$ cat config.mk
export PLATFORM = sky130hd
export DESIGN_NAME = multdiv_scheduler
export DESIGN_NICKNAME = d
export VERILOG_FILES = /design/src/rtl/multdiv_scheduler_pkg.sv /design/src/rtl/multdiv_scheduler_md_cycle_counter.sv /design/src/rtl/multdiv_scheduler.sv
export SDC_FILE = /design/constraint.sdc
export NUM_CORES = 1
export LEC_CHECK = 0
export BUFFER_PORTS_ARGS = -buffer_cell sky130_fd_sc_hd__buf_2
export CAP_MARGIN = 20
export CORE_MARGIN = 5
export CORE_UTILIZATION = 46
export CTS_BUF_LIST = sky130_fd_sc_hd__clkbuf_4
export DETAILED_ROUTE_END_ITERATION = 10
export GPL_ROUTABILITY_DRIVEN = 0
export PLACE_DENSITY = 0.87
export SLEW_MARGIN = 10
export SYNTH_ARGS = -nofsm -noshare
export SYNTH_HDL_FRONTEND = slang
export SYNTH_SLANG_ARGS = --single-unit
$ cat constraint.sdc
create_clock -name clock -period 4.55 [get_ports clock]
set_input_delay 0.91 -clock clock [delete_from_list [all_inputs] [get_ports clock]]
set_output_delay 0.91 -clock clock [all_outputs]
set_load 0.05 [all_outputs]
$ cat src/rtl/multdiv_scheduler_pkg.sv
// Shared definitions for the mult/div scheduler:
// IR field decode, encodings, FSM states and defaults.
package multdiv_scheduler_pkg;

    localparam int MD_TIMEOUT  = 64;
    localparam int MD_CNT_W    = 7;
    localparam int MD_RSTATUS  = 30;
    localparam int MD_MULT_EXC = 4;
    localparam int MD_DIV_EXC  = 5;

    localparam logic [4:0] OP_ALU   = 5'b00000;
    localparam logic [4:0] ALU_MULT = 5'b00110;
    localparam logic [4:0] ALU_DIV  = 5'b00111;

    typedef enum logic [1:0] {
        S_IDLE  = 2'd0,
        S_ISSUE = 2'd1,
        S_BUSY  = 2'd2,
        S_WB    = 2'd3
    } md_state_t;

    function automatic logic [4:0] ir_opcode(input logic [31:0] ir);
        return ir[31:27];
    endfunction

    function automatic logic [4:0] ir_rd(input logic [31:0] ir);
        return ir[26:22];
    endfunction

    function automatic logic [4:0] ir_rs(input logic [31:0] ir);
        return ir[21:17];
    endfunction

    function automatic logic [4:0] ir_rt(input logic [31:0] ir);
        return ir[16:12];
    endfunction

    function automatic logic [4:0] ir_aluop(input logic [31:0] ir);
        return ir[6:2];
    endfunction

    function automatic logic is_md(input logic [31:0] ir);
        return (ir_opcode(ir) == OP_ALU) &&
               ((ir_aluop(ir) == ALU_MULT) || (ir_aluop(ir) == ALU_DIV));
    endfunction

    function automatic logic is_div(input logic [31:0] ir);
        return ir_aluop(ir) == ALU_DIV;
    endfunction

endpackage

$ cat src/rtl/multdiv_scheduler_md_cycle_counter.sv
// Saturating BUSY-cycle counter with clear/enable
// and a terminal-count flag for the abort timeout.
module md_cycle_counter
    import multdiv_scheduler_pkg::*;
#(
    parameter int CNT_W = MD_CNT_W,
    parameter int TERM  = MD_TIMEOUT - 1
) (
    input  logic clock,
    input  logic reset,
    input  logic clr,
    input  logic en,
    output logic tc
);

    logic [CNT_W-1:0] count;

    // Count up while enabled, hold at all-ones instead of wrapping.
    always_ff @(posedge clock or posedge reset) begin
        if (reset) begin
            count <= '0;
        end else if (clr) begin
            count <= '0;
        end else if (en && (count != '1)) begin
            count <= count + 1'b1;
        end
    end

    assign tc = (count == CNT_W'(TERM));

endmodule

$ cat src/rtl/multdiv_scheduler.sv
// Issues X-stage mult/div ops to the shared unit, tracks
// completion/timeout, arbitrates writeback and raises D stall.
module multdiv_scheduler
    import multdiv_scheduler_pkg::*;
#(
    parameter int TIMEOUT  = MD_TIMEOUT,
    parameter int CNT_W    = MD_CNT_W,
    parameter int RSTATUS  = MD_RSTATUS,
    parameter int MULT_EXC = MD_MULT_EXC,
    parameter int DIV_EXC  = MD_DIV_EXC
) (
    input  logic        clock,
    input  logic        reset,
    input  logic [31:0] FD_IR,
    input  logic [31:0] DX_IR,
    input  logic        DX_flush,
    input  logic [31:0] opA,
    input  logic [31:0] opB,
    input  logic        md_resultRDY,
    input  logic [31:0] md_result,
    input  logic        md_exception,
    input  logic        wb_ready,
    output logic        ctrl_MULT,
    output logic        ctrl_DIV,
    output logic [31:0] md_opA,
    output logic [31:0] md_opB,
    output logic        md_busy,
    output logic        stall,
    output logic        wb_en,
    output logic [4:0]  wb_rd,
    output logic [31:0] wb_data
);

    localparam logic [4:0]  RST_REG  = 5'(RSTATUS);
    localparam logic [31:0] MEXC_VAL = 32'(MULT_EXC);
    localparam logic [31:0] DEXC_VAL = 32'(DIV_EXC);

    md_state_t   state_q;
    md_state_t   state_d;
    logic [4:0]  rd_q;
    logic        div_q;
    logic [31:0] res_q;
    logic        exc_q;
    logic        tc;
    logic        idle;
    logic        accept;
    logic        pending;
    logic [4:0]  pend_rd;
    logic [4:0]  fd_rs;
    logic [4:0]  fd_rt;

    assign idle   = (state_q == S_IDLE);
    assign accept = idle && is_md(DX_IR) && !DX_flush;

    md_cycle_counter #(
        .CNT_W (CNT_W),
        .TERM  (TIMEOUT - 1)
    ) u_cnt (
        .clock (clock),
        .reset (reset),
        .clr   (state_q == S_ISSUE),
        .en    (state_q == S_BUSY),
        .tc    (tc)
    );

    // State register.
    always_ff @(posedge clock or posedge reset) begin
        if (reset) begin
            state_q <= S_IDLE;
        end else begin
            state_q <= state_d;
        end
    end

    // Next-state: a ready result wins over the timeout.
    always_comb begin
        state_d = state_q;
        unique case (state_q)
            S_IDLE:  if (accept) state_d = S_ISSUE;
            S_ISSUE: state_d = S_BUSY;
            S_BUSY:  if (md_resultRDY || tc) state_d = S_WB;
            S_WB:    if (wb_ready) state_d = S_IDLE;
        endcase
    end

    // Operand/destination capture at accept, result capture in BUSY.
    always_ff @(posedge clock or posedge reset) begin
        if (reset) begin
            md_opA <= '0;
            md_opB <= '0;
            rd_q   <= '0;
            div_q  <= 1'b0;
            res_q  <= '0;
            exc_q  <= 1'b0;
        end else if (accept) begin
            md_opA <= opA;
            md_opB <= opB;
            rd_q   <= ir_rd(DX_IR);
            div_q  <= is_div(DX_IR);
            exc_q  <= 1'b0;
        end else if (state_q == S_BUSY) begin
            if (md_resultRDY) begin
                res_q <= md_result;
                exc_q <= md_exception;
            end else if (tc) begin
                exc_q <= 1'b1;
            end
        end
    end

    // Start pulses, busy flag and writeback port drive.
    always_comb begin
        ctrl_MULT = (state_q == S_ISSUE) && !div_q;
        ctrl_DIV  = (state_q == S_ISSUE) && div_q;
        md_busy   = !idle;
        wb_en     = 1'b0;
        wb_rd     = '0;
        wb_data   = '0;
        if (state_q == S_WB) begin
            wb_en = exc_q || (rd_q != '0);
            if (exc_q) begin
                wb_rd   = RST_REG;
                wb_data = div_q ? DEXC_VAL : MEXC_VAL;
            end else begin
                wb_rd   = rd_q;
                wb_data = res_q;
            end
        end
    end

    // D-stage hazard: RAW on the pending rd, a second
    // mult/div, or a read of rstatus while in flight.
    always_comb begin
        pend_rd = idle ? ir_rd(DX_IR) : rd_q;
        pending = !idle || accept;
        fd_rs   = ir_rs(FD_IR);
        fd_rt   = ir_rt(FD_IR);
        stall   = pending &&
                  (((pend_rd != '0) &&
                    ((fd_rs == pend_rd) || (fd_rt == pend_rd))) ||
                   is_md(FD_IR) ||
                   (!idle && ((fd_rs == RST_REG) || (fd_rt == RST_REG))));
    end

endmodule

==> metrics, run 1 <==
status finished, final reports clean; Routed WL per cell 16.0 um; worst setup path class flip-flop to output port; CP Launch Point state_q[0]$_DFFE_PP0P_; initial antenna violation count 1; Clock Latency Late Sink 0.44 ns; post-synth top area cell dfrtp_1; DIE AREA 0.0130 sq mm; die width 114 um; pwr/cell area 450 mW/mm^2; post-place setup slack 1.23 ns; Iteration-0 DRC Markers 184; final worst path period need 3.82 ns; WL final 12.0 mm; fraction of registers with async set/reset 100%; largest net degree at the start of global routing 113; Leakage Power 3.60 nW; worst min-delay path category flip-flop to flip-flop; slew margin rel. 30.7%; Max clock buf depth 2; R2R depth 7; post-layout util 60.0%; skew final 0.00571 ns; fin nets 778; number of cell rows 38; Worst setup endpoint stall; total grt overflow 0; Syn Area/Cell 13.5 sq um; Mapped Cells 368; Clock Tree Root clkbuf_4; r2r startpoint state_q[0]$_DFFE_PP0P_; CTS Buf Count 9; vias post-DR 3769; setup_tns 0 ns; I/O Pins 272; peak supply drop 0.000281 V; Worst R2R Setup Slack 1.52 ns; synth cell count leaders 112 x dfrtp_1, 103 x mux2_2, 32 x and2_1; htree depth 3; clk sinks 112; layout cells sized above 1 59.9%; CTS tree built; Area growth syn-to-layout 29.5%; antenna viol nets, final 0; vias in the first global route 4102; synthesized area 0.00498 sq mm; main area contributors after synthesis dfrtp_1 56%, mux2_2 23%, and2_1 4.0%; synth warn 0; hold_ws 0.519 ns; Setup Fix Bufs, Post-CTS 0; max cap viols 0; worst endpoint data arrival time 2.91 ns; GRT Resource Usage Total 18.6%; final count of hold timing violations 0; top cell type's share of synthesized area 56.3%; worst setup margin 0.733 ns; Vias/cell 5.01; sequential cell area fraction in the yosys report 56.3%; Post-Syn Nets 540; Yosys cell types 34; # hold bufs at CTS 0; Slew @ Worst Pin 1.04 ns; RSZ-0062 raised after global routing false; die height 114 um; hold path startpoint res_q[19]$_DFFE_PP0P_; Main synth FF type dfrtp_1; post-synthesis register bit count 112; final setup violation count 0; achievable frequency 262 MHz; DRC 0; Port Buffers 241; worst r2r dst state_q[1]$_DFFE_PP0P_; clock slew at reported path FFs 0.16 ns; half-perimeter wire length after placement 9.21 mm; first-pass GRT wire length 19.5 mm; CP Capture Type output port; cell with the most instances after synthesis dfrtp_1; core area 0.0107 sq mm; Final Cycle Share 83.9%; post_cts resized 0; CP max FO 13; Worst setup SP type flip-flop; Pre-antenna DRT Iters 4; Post-synth EDFFs 0; Slew Limit Fails 0; Starting Density 46.3%; critical path data required time 3.64 ns
==> flip-flops by register name, indices dropped and copies added, names as in the netlist <==
register     cells
md_opB          32
state_q          2
u_cnt.count      7
div_q            1
res_q           32
md_opA          32
rd_q             5
exc_q            1
==> cells in the final DEF, fill, tap and decap left out, drive strengths merged <==
master / instances
nor2b: 3
clkinvlp: 2
o32a: 1
and3: 1
nor3: 3
clkinv: 4
xor2: 10
a31oi: 1
ha: 6
dfrtp: 112
o21ai: 4
xnor2: 3
o31ai: 1
o221a: 1
and2: 32
a222oi: 1
buf: 244
o22a: 1
nand4: 6
bufinv: 2
nor4b: 2
clkbuf: 9
a21oi: 6
mux2i: 6
mux2: 104
and4bb: 1
nand4b: 1
inv: 6
diode: 1
nor4: 1
nor2: 23
nand2: 10
o31a: 2
nand3: 2
==> power breakdown <==
| group | leakage [nW] | internal (mW) | switching [mW] |
|---|---|---|---|
| clock network | 0.0747 | 0.218 | 0.303 |
| logic | 2.04 | 0.415 | 0.693 |
| registers | 1.49 | 1.17 | 0.0994 |
==> layout make-up <==
class / instances / area [sq um]
sequential: 112 / 2800
tap: 140 / 175
clock buffer: 9 / 67.6
antenna: 1 / 2.50
multi-input combinational: 232 / 2040
fill: 887 / 4300
inverter: 7 / 28.8
timing repair buffer: 244 / 1240
clock inverter: 7 / 86.3
==> how the worst min path moves through the flow <==
stage,endpoint,slack [ns],cells after the start
CTS,md_opA[30]$_DFFE_PP0P_,0.52,1
floorplan,u_cnt.count[6]$_DFFE_PP0P_,0.46,2
detailed placement,res_q[19]$_DFFE_PP0P_,0.49,1
global placement,u_cnt.count[6]$_DFFE_PP0P_,0.48,2
global route,md_opB[25]$_DFFE_PP0P_,0.53,1
finish,res_q[19]$_DFFE_PP0P_,0.52,1
==> metal layers <==
metal  up-vias  global-route usage [%]  share of wire, %
li1       1753                       -                 -
met1      1838                    20.4                36
met2       166                    34.2                53
met5         -                       0                 0
met3        12                    5.89               9.5
met4         0                    5.38               1.2
==> worst max-delay path, stage by stage (launching register included) <==
cell and delay, ns:
dfrtp_1 0.44, inv_1 0.12, ha_1 0.53, mux2i_1 0.46, nor2b_1 0.09, o31ai_1 0.20, a21oi_1 0.10, o31a_1 0.30
buf_2 0.21
==> per-stage QoR <==
stage	instances	cell area [sq um]	power, mW
finish	752	6440	2.90
global route	752	6440	3.08
CTS	751	6440	2.94
detailed placement	735	6290	2.41
global placement	735	6290	2.35
floorplan	368	4980	2.13
==> kinds of logic (layout without fill, tap and decap cells) <==
logic type / after synthesis / count (layout) / synth area share [%]
other: 0 / 1 / 0
xor gates and xnor gates: 13 / 13 / 2.29
AOI/OAI and AO/OA: 18 / 18 / 2.44
buffers and inverters: 24 / 267 / 3.24
adders and majority gates: 6 / 6 / 1.51
and+or+nand+nor: 85 / 85 / 9.48
muxes: 110 / 110 / 24.7
DFF: 112 / 112 / 56.3
No activity file was read; power rests on OpenSTA's default activity.
==> inputs of run 2 (changes only) <==
Clock period 4.55 ns to 3.8 ns, I/O delays scaled along.
==> run 2 against run 1 <==
Die area unchanged. Design area increased by 0.23%. Routed wire length decreased by 0.72%. Sequential power increased by 20%. First-iteration DRC count increased by 9.8%. Register-to-register slack got worse by 0.57 ns. Total power increased by 20%. Combinational power increased by 19%. Critical path type unchanged.
==> metrics, run 2 (same netlist as run 1, synthesis figures left out) <==
CP peak stage delay 0.45 ns (-0.08 ns); final worst path period need 3.49 ns; setup_tns 0 ns (unchanged); die width 114 um (unchanged); clk sinks 112 (unchanged); worst endpoint data arrival time 2.73 ns (-0.18 ns); Leakage Power 3.62 nW (+0.46%); die height 114 um (unchanged); antenna viol nets, final 0 (unchanged); total grt overflow 0 (unchanged); most frequent cells in the layout 241 x buf_2, 112 x dfrtp_1, 103 x mux2_2; Slew Limit Fails 0 (unchanged); slowest CP cell dfrtp_1; CTS Buf Count 9 (unchanged); critical path buffer and inverter count 2 (unchanged); Layout Cells excl Fill 752 (unchanged); placed inst area 0.00628 sq mm (-0.20%); # hold bufs at CTS 0 (unchanged); vias in the first global route 4238 (+3.3%); GRT Resource Usage Total 18.4% (-0.11 points); Routed WL per cell 15.8 um (-0.72%); worst setup path class flip-flop to output port; Worst R2R Setup Slack 0.95 ns (-0.57 ns); final setup violation count 0 (unchanged); post_cts resized 0 (unchanged); Max clock buf depth 2 (unchanged); largest net degree at the start of global routing 89 (-21%); Vias/cell 4.99 (-0.45%); Clock Tree Root clkbuf_4; I/O Pins 272 (unchanged); R2R depth 7 (unchanged); achievable frequency 287 MHz; half-perimeter wire length after placement 9.32 mm (+1.2%); WL final 11.9 mm (-0.72%); DRC 0 (unchanged); first-pass GRT wire length 19.4 mm (-0.18%); initial antenna violation count 0 (-1); htree depth 3 (unchanged); Iteration-0 DRC Markers 202 (+9.8%); Clock Latency Late Sink 0.44 ns (about the same); Slew @ Worst Pin 1.06 ns (+0.0159 ns); core area 0.0107 sq mm (unchanged); CP Capture Type output port; fin area 0.00646 sq mm (+0.23%); commonest non-fill, non-tap cell in the layout buf_2; r2r startpoint state_q[1]$_DFFE_PP0P_; Inst Count DP 735 (unchanged); CP max FO 13 (unchanged); Starting Density 46.3% (unchanged); total power 3.47 mW (+20%); Worst setup SP type flip-flop; Final Cycle Share 91.8%; final count of hold timing violations 0 (unchanged); fin nets 779 (+0.13%); CP Cell Sequence inv_1, ha_2, mux2i_1, nor2b_1, o31ai_1, a21oi_1, o31a_1, buf_2; CTS tree built; Crit path max-delay family compound AO/OA/AOI/OAI gates; critical path data required time 3.04 ns (-0.60 ns); RSZ-0062 raised after global routing false; vias post-DR 3752 (-0.45%); max cap viols 0 (unchanged); largest registers md_opA (32), md_opB (32), res_q (32); number of cell rows 38 (unchanged); skew final 0.0173 ns (+0.0115 ns); CP Launch Point state_q[1]$_DFFE_PP0P_; Port Buffers 241 (unchanged); Area growth syn-to-layout 29.8%; diode count 0 (-1); status finished, final reports clean; fill count 896 (+1.0%); layout cells sized above 1 60.3% (+0.39 points); DIE AREA 0.0130 sq mm (unchanged); worst min-delay path category input pin to asynchronous set/reset pin; clock slew at reported path FFs 0.16 ns (about the same); Pre-antenna DRT Iters 4 (unchanged); Setup Fix Bufs, Post-CTS 0 (unchanged); slew margin rel. 29.7% (-1.1 points); pwr/cell area 537 mW/mm^2 (+19%); peak supply drop 0.000308 V (+9.8%); worst r2r dst state_q[1]$_DFFE_PP0P_; critical path depth 8 (unchanged)
## run 2: changes by cell type in the layout (fill, tap and decap cells not counted), sizes merged
cell | previous run | this run
buf | 244 | 245
clkinv | 4 | 6
clkinvlp | 2 | 0
diode | 1 | 0
## run 2: cell type report
cell class                 instances  area [sq um]  share of cell area [%]
sequential                       112          2800                    43.4
clock buffer                       9          67.6                    1.05
tap                              140           175                    2.71
multi-input combinational        232          2040                    31.6
timing repair buffer             245          1260                    19.4
clock inverter                     7          86.3                    1.34
inverter                           7          28.8                   0.445
## run 2: per-layer routing
metal / track usage, % / vias to the layer above / routed length [um]
li1: - / 1754 / -
met2: 33.1 / 162 / 6280
met5: 0 / - / 0
met3: 5.78 / 23 / 1070
met1: 20.2 / 1813 / 4300
met4: 7.36 / 0 / 267
## run 2: stage by stage
step / utilization, % / setup slack, ns / hold WS [ns]
2_1_floorplan: - / 0.0810 / 0.462
3_3_place_gp: 58.4 / 0.712 / 0.477
3_5_place_dp: 58.4 / 0.633 / 0.487
4_1_cts: 59.8 / 0.101 / 0.493
5_1_grt: 60.1 / 0.0475 / 0.209
6_report: 60.1 / 0.312 / 0.252
## run 2: worst max path at each step
stage,to,slack (ns)
after floorplan,div_q$_DFFE_PP0P_,0.08
after global placement,stall,0.71
after detailed placement,stall,0.63
after CTS,stall,0.10
after global routing,stall,0.05
final,stall,0.31
## run 2: power by group
part           internal [mW]  switching, mW
Sequential              1.41          0.116
Combinational          0.500          0.820
Clock                  0.263          0.366
Total                   2.17           1.30
